**src/rtl/prbs_seq_ctrl_pkg.sv**
```systemverilog
// prbs_pkg: shared definitions for the PRBS sequencer.
//   prbs_state_t      - controller FSM states (explicit legacy encodings)
//   PRBS_DEFAULT_POLY - default 7-bit feedback tap mask (x^7 + x^6 + 1)
//   clog2()           - ceil(log2(value)), used to size the bit counter
package prbs_pkg;

  typedef enum logic [1:0] {
    IDLE = 2'd0,
    LOAD = 2'd1,
    RUN  = 2'd2,
    OUT  = 2'd3
  } prbs_state_t;

  localparam logic [6:0] PRBS_DEFAULT_POLY = 7'b1100000;

  function automatic int unsigned clog2(input int unsigned value);
    int unsigned r;
    r = 0;
    for (int unsigned i = 0; i < 32; i++) begin
      if ((32'd1 << i) < value) r = i + 1;
    end
    return r;
  endfunction

endpackage

```
**src/rtl/prbs_seq_ctrl_if.sv**
```systemverilog
// prbs_seq_ctrl_if: command and word-stream bundle of the PRBS sequencer.
//   master - config/CSR side plus data consumer (drives cmd_*, abort, word_ready)
//   slave  - sequencer side (drives cmd_ready, word_*, busy, err)
interface prbs_seq_ctrl_if #(
  parameter int LFSR_WIDTH = 7,
  parameter int WORD_W     = 8,
  parameter int CNT_W      = 16
);
  logic                  cmd_valid;
  logic                  cmd_ready;
  logic [LFSR_WIDTH-1:0] cmd_seed;
  logic [CNT_W-1:0]      cmd_nwords;
  logic                  abort;
  logic                  word_valid;
  logic                  word_ready;
  logic [WORD_W-1:0]     word_data;
  logic                  word_last;
  logic                  busy;
  logic                  err;

  modport master (
    output cmd_valid, cmd_seed, cmd_nwords, abort, word_ready,
    input  cmd_ready, word_valid, word_data, word_last, busy, err
  );

  modport slave (
    input  cmd_valid, cmd_seed, cmd_nwords, abort, word_ready,
    output cmd_ready, word_valid, word_data, word_last, busy, err
  );
endinterface

```
**src/rtl/prbs_seq_ctrl_lfsr_core.sv**
```systemverilog
// prbs_lfsr_core: Fibonacci LFSR with synchronous load and enable.
//   clk, reset_n - clock, asynchronous active-low reset (state clears to 0)
//   i_ld         - load i_seed into the state (wins over i_en)
//   i_en         - advance one step: shift left, feedback into LSB
//   i_seed       - load value
//   o_dout       - serial output, the current state MSB
module prbs_lfsr_core #(
  parameter int                WIDTH      = 7,
  parameter logic [WIDTH-1:0]  POLYNOMIAL = 7'b1100000
) (
  input  logic             clk,
  input  logic             reset_n,
  input  logic             i_ld,
  input  logic             i_en,
  input  logic [WIDTH-1:0] i_seed,
  output logic             o_dout
);

  logic [WIDTH-1:0] r_state;

  always_ff @(posedge clk or negedge reset_n) begin
    if (!reset_n) begin
      r_state <= '0;
    end else if (i_ld) begin
      r_state <= i_seed;
    end else if (i_en) begin
      r_state <= {r_state[WIDTH-2:0], ^(r_state & POLYNOMIAL)};
    end
  end

  assign o_dout = r_state[WIDTH-1];

endmodule

```
**src/rtl/prbs_seq_ctrl.sv**
```systemverilog
// prbs_seq_ctrl: command-driven PRBS word generator.
//   clk, reset_n - clock, asynchronous active-low reset
//   bus (slave)  - cmd_valid/cmd_ready/cmd_seed/cmd_nwords command port,
//                  abort, word_valid/word_ready/word_data/word_last stream,
//                  busy (not IDLE) and err (one-cycle reject pulse)
// A command loads the seed into the LFSR, then each word is built from
// WORD_W serial bits (first bit lands in the MSB) and held until consumed.
// The LFSR is frozen while a word waits, so the bit stream is continuous
// across the words of one command.
module prbs_seq_ctrl
  import prbs_pkg::*;
#(
  parameter int                    LFSR_WIDTH      = 7,
  parameter logic [LFSR_WIDTH-1:0] LFSR_POLYNOMIAL = LFSR_WIDTH'(PRBS_DEFAULT_POLY),
  parameter int                    WORD_W          = 8,
  parameter int                    CNT_W           = 16
) (
  input  logic            clk,
  input  logic            reset_n,
  prbs_seq_ctrl_if.slave  bus
);

  localparam int unsigned           BIT_CNT_W = clog2(WORD_W + 1);
  localparam logic [BIT_CNT_W-1:0]  BIT_LAST  = BIT_CNT_W'(WORD_W - 1);

  prbs_state_t           r_state;
  logic [LFSR_WIDTH-1:0] r_seed;
  logic [CNT_W-1:0]      r_count;
  logic [BIT_CNT_W-1:0]  r_bitcnt;
  logic [WORD_W-1:0]     r_word;
  logic                  r_err;

  logic w_ld;
  logic w_en;
  logic w_dout;
  logic w_last;

  assign w_ld   = (r_state == LOAD);
  assign w_en   = (r_state == RUN);
  assign w_last = (r_count == CNT_W'(1));

  prbs_lfsr_core #(
    .WIDTH      (LFSR_WIDTH),
    .POLYNOMIAL (LFSR_POLYNOMIAL)
  ) u_lfsr (
    .clk     (clk),
    .reset_n (reset_n),
    .i_ld    (w_ld),
    .i_en    (w_en),
    .i_seed  (r_seed),
    .o_dout  (w_dout)
  );

  always_ff @(posedge clk or negedge reset_n) begin
    if (!reset_n) begin
      r_state  <= IDLE;
      r_seed   <= '0;
      r_count  <= '0;
      r_bitcnt <= '0;
      r_word   <= '0;
      r_err    <= 1'b0;
    end else begin
      r_err <= 1'b0;
      case (r_state)
        IDLE: begin
          if (bus.cmd_valid) begin
            if (bus.cmd_seed == '0 || bus.cmd_nwords == '0) begin
              r_err <= 1'b1;
            end else begin
              r_seed   <= bus.cmd_seed;
              r_count  <= bus.cmd_nwords;
              r_bitcnt <= '0;
              r_state  <= LOAD;
            end
          end
        end
        LOAD: begin
          r_state <= bus.abort ? IDLE : RUN;
        end
        RUN: begin
          if (bus.abort) begin
            r_bitcnt <= '0;
            r_state  <= IDLE;
          end else begin
            r_word <= {r_word[WORD_W-2:0], w_dout};
            if (r_bitcnt == BIT_LAST) begin
              r_bitcnt <= '0;
              r_state  <= OUT;
            end else begin
              r_bitcnt <= r_bitcnt + 1'b1;
            end
          end
        end
        OUT: begin
          // A handshake coinciding with abort still consumes the word.
          if (bus.word_ready) begin
            r_count <= r_count - 1'b1;
            r_state <= (w_last || bus.abort) ? IDLE : RUN;
          end else if (bus.abort) begin
            r_state <= IDLE;
          end
        end
        default: r_state <= IDLE;
      endcase
    end
  end

  assign bus.cmd_ready  = (r_state == IDLE);
  assign bus.busy       = (r_state != IDLE);
  assign bus.word_valid = (r_state == OUT);
  assign bus.word_last  = (r_state == OUT) && w_last;
  assign bus.word_data  = r_word;
  assign bus.err        = r_err;

endmodule
```
**src/flat_wrapper.sv**
```systemverilog
// flat-port wrapper written by rule: the top's interface ports become plain ports
module prbs_seq_ctrl_flat import prbs_pkg::*;
#(
  parameter int                    LFSR_WIDTH      = 7,
  parameter logic [LFSR_WIDTH-1:0] LFSR_POLYNOMIAL = LFSR_WIDTH'(PRBS_DEFAULT_POLY),
  parameter int                    WORD_W          = 8,
  parameter int                    CNT_W           = 16
)
  (clk, reset_n, bus_cmd_valid, bus_cmd_seed, bus_cmd_nwords, bus_abort, bus_word_ready, bus_cmd_ready, bus_word_valid, bus_word_data, bus_word_last, bus_busy, bus_err);
  prbs_seq_ctrl_if #(.LFSR_WIDTH(LFSR_WIDTH), .WORD_W(WORD_W), .CNT_W(CNT_W)) bus_i ();
  input  logic clk;
  input  logic reset_n;
  input wire logic [$bits(bus_i.cmd_valid)-1:0] bus_cmd_valid;
  input wire logic [$bits(bus_i.cmd_seed)-1:0] bus_cmd_seed;
  input wire logic [$bits(bus_i.cmd_nwords)-1:0] bus_cmd_nwords;
  input wire logic [$bits(bus_i.abort)-1:0] bus_abort;
  input wire logic [$bits(bus_i.word_ready)-1:0] bus_word_ready;
  output wire logic [$bits(bus_i.cmd_ready)-1:0] bus_cmd_ready;
  output wire logic [$bits(bus_i.word_valid)-1:0] bus_word_valid;
  output wire logic [$bits(bus_i.word_data)-1:0] bus_word_data;
  output wire logic [$bits(bus_i.word_last)-1:0] bus_word_last;
  output wire logic [$bits(bus_i.busy)-1:0] bus_busy;
  output wire logic [$bits(bus_i.err)-1:0] bus_err;
  assign bus_i.cmd_valid = bus_cmd_valid;
  assign bus_i.cmd_seed = bus_cmd_seed;
  assign bus_i.cmd_nwords = bus_cmd_nwords;
  assign bus_i.abort = bus_abort;
  assign bus_i.word_ready = bus_word_ready;
  assign bus_cmd_ready = bus_i.cmd_ready;
  assign bus_word_valid = bus_i.word_valid;
  assign bus_word_data = bus_i.word_data;
  assign bus_word_last = bus_i.word_last;
  assign bus_busy = bus_i.busy;
  assign bus_err = bus_i.err;
  prbs_seq_ctrl #(.LFSR_WIDTH(LFSR_WIDTH), .LFSR_POLYNOMIAL(LFSR_POLYNOMIAL), .WORD_W(WORD_W), .CNT_W(CNT_W)) u_core (.clk(clk), .reset_n(reset_n), .bus(bus_i));
endmodule
```
**config.mk**
```make
export PLATFORM = sky130hd
export DESIGN_NAME = prbs_seq_ctrl_flat
export DESIGN_NICKNAME = d
export VERILOG_FILES = /design/src/rtl/prbs_seq_ctrl_pkg.sv /design/src/rtl/prbs_seq_ctrl_if.sv /design/src/rtl/prbs_seq_ctrl_lfsr_core.sv /design/src/rtl/prbs_seq_ctrl.sv /design/src/flat_wrapper.sv
export SDC_FILE = /design/constraint.sdc
export NUM_CORES = 1
export LEC_CHECK = 0
export CORE_MARGIN = 4
export CORE_UTILIZATION = 45
export DETAILED_ROUTE_END_ITERATION = 12
export PLACE_DENSITY = 0.73
export REMOVE_ABC_BUFFERS = 1
export SYNTH_ARGS = -nofsm -noshare
export SYNTH_HDL_FRONTEND = slang
export SYNTH_SLANG_ARGS = --single-unit
```
**constraint.sdc**
```tcl
create_clock -name clk -period 5.9 [get_ports clk]
set_clock_uncertainty 0.15 [all_clocks]
set_input_delay 1.18 -clock clk [delete_from_list [all_inputs] [get_ports clk]]
set_output_delay 1.18 -clock clk [all_outputs]
set_load 0.02 [all_outputs]
```
==> metrics.txt <==
CTS tree built; PortBufs 40; CTS resizes 0; Die Span X 81.5 um; drt wl/cell 15.6 um; Post-Syn Instances 262; IO Pins 41; P_int 0.804 mW; Skew-Pair Late Insertion Delay 310 ps; Final Hold Viols 0; mapped cell area 2430 sq um; Worst-path clk slew 90 ps; Yosys top cell area share 46.3%; Mean Syn Cell Area 9.28 sq um; Clock Tree Root clkbuf_8; Core Rows 26; Synth cell types 41; Routed Antenna Nets 0; Final Cycle Share 63.2%; Max-Slew Margin vs Limit 32.2%; met1 Use GR 25.4%; Slew @ Worst Pin 1020 ps; DP HPWL 4150 um; Final nets 334; Logic pwr share 44.6%; DR iter-0 viols 232; Final GP Congestion 0.828; Net Sw Frac 40.8%; YS warnings 0; Std-Cell Core Area 5170 sq um; ranking of synthesized cells by area dfrtp_1 (46%), nand2_1 (5.7%), a21oi_1 (4.1%); first-pass GRT wire length 9500 um; ys flop type dfrtp_1; CP Class flop to output pin; crit path launch type flop; Num CTS Buffers 5; DR vias 2119; Leakage 1.27 nW; # diodes 0; grt peak-use layer met2; Seq/Total Area, Yosys 46.3%; EDFF count, synth 0; setup bufs post-CTS 0; met3 Usage GRT 3.84%; Avg Vias per Cell 5.73; slowest stage cell, crit path clkdlybuf4s50_1; Final min period 3730 ps; GRT Residual Overflow 0; status finished clean; Pwr Density 455 nW/um^2; largest net degree at the start of global routing 46; worst-path fanout max 29; proportion of layout cells with a drive suffix above 1 9.33%; Critical Path RT 4570 ps; Crit. End Element output pin; 1st-pass router iterations 4; DRC 0; Global Route Usage Sum 18.7%; Initial Util 47.0%; Area Growth Syn to Fin 22.7%; Max Freq 268 MHz; Die Ht 81.5 um; Yosys reg bits 45; clock sinks 45; WP data arrival 2400 ps; vias in the first global route 2037; M2 GR Usage 28.7%; clock power share 15.5%; worst hold slack 337 ps; FFs w/ async S/R, synth 100%; Setup TNS 0 ps; # setup viols final 0; Yosys top cell by area dfrtp_1; Hold WC Path Type flop to flop; maximum root-to-sink buffer count 2; Max Transition Viols Final 0; cells along the critical path ha_1 > buf_4 > inv_1 > nor2_1 > clkdlybuf4s50_1; CTS Hold Buffers Added 0; RSZ-0062 raised after global routing false; H-tree levels 2; peak supply drop 194 uV; CP max stage delay 570 ps; Max Cap Viol 0; final WL 5760 um; die area 6650 sq um; antenna violations before repair 0; share of power burned in registers 39.9%; P_sw 0.554 mW
-- metal layers --
layer / part of all wire (%) / vias to the layer above
li1: - / 1025
met1: 46 / 1030
met2: 48 / 52
met3: 4.4 / 12
met4: 2.3 / 0
met5: 0 / -
-- kinds of logic (layout without fill, tap and decap cells) --
family	Yosys count	count (layout)	share of synthesized area, %
multiplexers	17	17	7.41
XOR/XNOR	1	1	0.360
AND/OR/NAND/NOR	98	98	20.1
AO/OA/AOI/OAI	73	73	18.9
buffers and inverters	21	59	3.34
adder cells (fa/ha/maj)	7	7	3.60
flip-flops	45	45	46.3
-- worst max-delay path, delay by kind of cell, from the launching register on --
kind          cells  cell delay (ps)
buf+inv           3             1350
fa+ha+maj         1              210
flops             1              420
simple gates      1              100
-- sequential cells by signal, summed over array words and instances (netlist names) --
register	flops
u_core.bus.err	1
u_core.r_seed	7
u_core.bus.word_data	8
u_core.r_state	2
u_core.r_count	16
u_core.r_bitcnt	4
u_core.u_lfsr.r_state	7
-- cells in the mapped netlist (2+ instances only) --
library cell / count
o31ai_1: 10
nor4_1: 6
clkbuf_1: 11
mux2_2: 8
a2111oi_0: 2
a21oi_1: 20
a31oi_1: 5
a211oi_1: 4
inv_1: 8
a22oi_1: 2
nand2_1: 37
nor2_1: 24
ha_1: 7
nor3_4: 2
o21ai_0: 16
mux2i_1: 9
nand2b_1: 2
nor3_1: 8
o22ai_1: 4
a2bb2oi_1: 5
and3_1: 2
dfrtp_1: 45
nand4_1: 4
nor2b_1: 2
buf_2: 2
a211o_1: 2
-- power groups by stage --
stage	Combinational, mW	Clock [mW]	Sequential, mW
floorplan	0.411	0	0.536
global placement	0.587	0	0.540
detailed placement	0.602	0	0.545
CTS	0.605	0.215	0.539
global route	0.670	0.228	0.558
finish	0.606	0.211	0.542
-- metrics by stage --
| step | cells | power (mW) | setup WS, ps | area, sq um | utilization [%] |
|---|---|---|---|---|---|
| after CTS | 370 | 1.36 | 2170 | 2990 | 57.7 |
| after floorplan | 249 | 0.946 | 2600 | 2380 | - |
| final | 370 | 1.36 | 2170 | 2990 | 57.7 |
| after global routing | 370 | 1.46 | 1970 | 2990 | 57.7 |
| after detailed placement | 362 | 1.15 | 1970 | 2890 | 55.8 |
| after global placement | 362 | 1.13 | 2000 | 2890 | 55.8 |
-- cell usage in the layout, fill, tap and decap left out, types with 3 or more instances in the layout --
cell type,netlist,layout
a31oi_1,5,5
mux2_2,8,8
o31ai_1,10,10
nand4_1,4,4
a211oi_1,4,4
mux2i_1,9,9
nand2_1,37,37
clkbuf_8,0,6
inv_1,8,8
clkdlybuf4s50_1,0,39
dfrtp_1,45,45
nor3_1,8,8
nor4_1,6,6
o22ai_1,4,4
buf_4,0,3
o21ai_0,16,16
ha_1,7,7
a2bb2oi_1,5,5
nor2_1,24,24
a21oi_1,20,20
-- layout make-up --
class,count,area [sq um]
Timing Repair Buffer,43,418
Clock buffer,6,82.6
Fill cell,455,2190
Clock inverter,2,16.3
Inverter,8,30.0
Sequential cell,45,1130
Tap cell,70,87.6
Multi-Input combinational cell,196,1220
-- final timing paths --
kind	startpoint	to	slack, ps	cells after the start
min in group asynchronous	reset_n	u_core.r_seed[2]$_DFFE_PN0P_	880	1
setup reg to reg	u_core.r_state[0]$_DFFE_PN0P_	u_core.r_count[6]$_DFFE_PN0P_	3340	7
hold reg to reg	u_core.bus.word_data[7]$_DFFE_PN0P_	u_core.bus.word_data[7]$_DFFE_PN0P_	340	2
max in group asynchronous	reset_n	u_core.r_count[6]$_DFFE_PN0P_	4080	1
setup / recovery	u_core.r_state[0]$_DFFE_PN0P_	bus_word_last	2170	5
hold / removal	u_core.bus.word_data[7]$_DFFE_PN0P_	u_core.bus.word_data[7]$_DFFE_PN0P_	340	2
Note: power is estimated with default switching activity, not from simulation.
==> RTL change, RTL diff (same flow settings) <==
`CNT_W` is set to 16 in 3 places; all go to 20.
--- a/src/rtl/prbs_seq_ctrl_if.sv
+++ b/src/rtl/prbs_seq_ctrl_if.sv
@@ -6,3 +6,3 @@
   parameter int WORD_W     = 8,
-  parameter int CNT_W      = 16
+  parameter int CNT_W      = 20
 );
--- a/src/rtl/prbs_seq_ctrl.sv
+++ b/src/rtl/prbs_seq_ctrl.sv
@@ -15,3 +15,3 @@
   parameter int                    WORD_W          = 8,
-  parameter int                    CNT_W           = 16
+  parameter int                    CNT_W           = 20
 ) (
--- a/src/flat_wrapper.sv
+++ b/src/flat_wrapper.sv
@@ -6,3 +6,3 @@
   parameter int                    WORD_W          = 8,
-  parameter int                    CNT_W           = 16
+  parameter int                    CNT_W           = 20
 )
Interface: changed (resized bus_cmd_nwords); port bits go from 41 to 45. No check against the original RTL was run, so the function may have changed too.
==> RTL change against the unedited design <==
Area after synthesis up 14%. Setup slack worse by 290 ps. Clock power down 4%. Final area is 12% higher. Routed wire length rose by 17%. Synthesized cell count grew 6.9%. Total power grew 12%. Sequential cell count increased by 4. Critical path type unchanged. Critical endpoint unchanged. Largest power group unchanged.
==> RTL change: results (changes against the unedited design) <==
post-synth cell types = 49 (was 41)
first-pass GRT wire length = 11000 um (was 9500 um)
final std cells w/o fill = 398 (was 370)
global routing usage on met3 = 3.23% (was 3.84%)
Inserted Clock Buffers = 5 (unchanged)
total track usage = 18.8% (was 18.7%)
vias in the first global route = 2260 (was 2037)
average vias per placed instance = 5.97 (was 5.73)
drt initial violations = 189 (was 232)
met1 usage = 26.4% (was 25.4%)
worst skew pair latency = 310 ps (about the same)
leakage power = 1.34 nW (was 1.27 nW)
H-Tree Depth = 2 (unchanged)
GP Congestion = 0.900 (was 0.828)
Seq/Total Area, Yosys = 44.3% (was 46.3%)
max reg flops = 20 (was 16)
M2 GR Usage = 28.9% (was 28.7%)
Final HPWL DP = 4950 um (was 4150 um)
Max Freq = 248 MHz (was 268 MHz)
initial antenna violation count = 0 (unchanged)
Place WS = 1880 ps (was 1970 ps)
Ys Warns = 0 (unchanged)
crit path max-delay cell type = clkdlybuf4s50_1 (unchanged)
Hold Path Class = reg -> reg (unchanged)
share of cells above drive strength 1 = 11.8% (was 9.33%)
fill count = 537 (was 455)
ranking of synthesized cells by area = dfrtp_1, mux2_2, nor2_1 (was dfrtp_1, nand2_1, a21oi_1)
pin count of the biggest net entering global routing = 50 (was 46)
post-layout net count = 361 (was 334)
CP delay by family, top = simple AND/OR/NAND/NOR gates (was buffers and inverters)
dpl cell area = 0.00326 mm2 (was 0.00289 mm2)
Reg clk slew, reported paths = 100 ps
Max VDD drop = 0.205 mV (was 0.194 mV)
CTS resizes = 0 (unchanged)
R2R Setup Slk = 3120 ps (was 3340 ps)
final hold slack = 367 ps (was 337 ps)
TritonRoute pass-1 iters = 5 (was 4)
port bufs = 44 (was 40)
n_diodes = 0 (unchanged)
run status = finished clean (unchanged)
Avg Inst Size Synth = 9.88 um2 (was 9.28 um2)
Post-synth top cells = dfrtp_1, nor2_1, a21oi_1, mux2_2, nand2_1 (was dfrtp_1, nand2_1, nor2_1, a21oi_1, o21ai_0)
wire length per cell = 16.9 um (was 15.6 um)
total setup buffers inserted after CTS = 0 (unchanged)
worst slew pin tran = 1100 ps (was 1020 ps)
dominant synthesized flop cell = dfrtp_1 (unchanged)
dpl cells = 390 (was 362)
largest stage delay on the critical path = 630 ps (was 570 ps)
Max clock buf depth = 2 (unchanged)
crit path max fanout = 5 (was 29)
CTS Root Cell = clkbuf_8 (unchanged)
[RTL change: layout make-up]
cell class	instances	area (um2)	area share [%]
Multi-Input combinational cell	209	1450	43.2
Timing Repair Buffer	47	458	13.7
Clock inverter	3	21.3	0.634
Sequential cell	49	1230	36.6
Tap cell	75	93.8	2.80
Clock buffer	5	68.8	2.05
Inverter	10	37.5	1.12
[RTL change: metal layers]
| layer | vias up | wire, um | share of wire [%] |
|---|---|---|---|
| met5 | - | 0 | 0 |
| met4 | 0 | 185 | 2.8 |
| met3 | 19 | 348 | 5.2 |
| met2 | 93 | 3210 | 48 |
| met1 | 1124 | 2980 | 44 |
| li1 | 1140 | - | - |
[RTL change: power by group]
group,switching (mW),total [mW],internal [mW]
clock,0.118,0.202,0.0843
combinational,0.369,0.708,0.339
sequential,0.138,0.618,0.479
[RTL change: worst paths after layout]
path	start	cells after the start	end
min reg2reg	u_core.r_seed[5]$_DFFE_PN0P_	1	u_core.r_seed[5]$_DFFE_PN0P_
max in group asynchronous	reset_n	2	u_core.r_count[18]$_DFFE_PN0P_
min in group asynchronous	reset_n	2	u_core.r_count[5]$_DFFE_PN0P_
min	u_core.r_seed[5]$_DFFE_PN0P_	1	u_core.r_seed[5]$_DFFE_PN0P_
max	u_core.r_count[7]$_DFFE_PN0P_	5	bus_word_last
max reg2reg	u_core.r_state[1]$_DFFE_PN0P_	6	u_core.r_count[14]$_DFFE_PN0P_
[RTL change: kinds of logic (layout without fill, tap and decap cells)]
logic type	Yosys count	count (layout)	share of synthesized area, %
AOI/OAI and AO/OA	75	75	18.6
xor gates and xnor gates	1	1	0.317
adders and majority gates	7	7	3.17
buffers and inverters	22	65	3.26
DFF	49	49	44.3
muxes	28	28	11.0
and+or+nand+nor	98	98	19.2
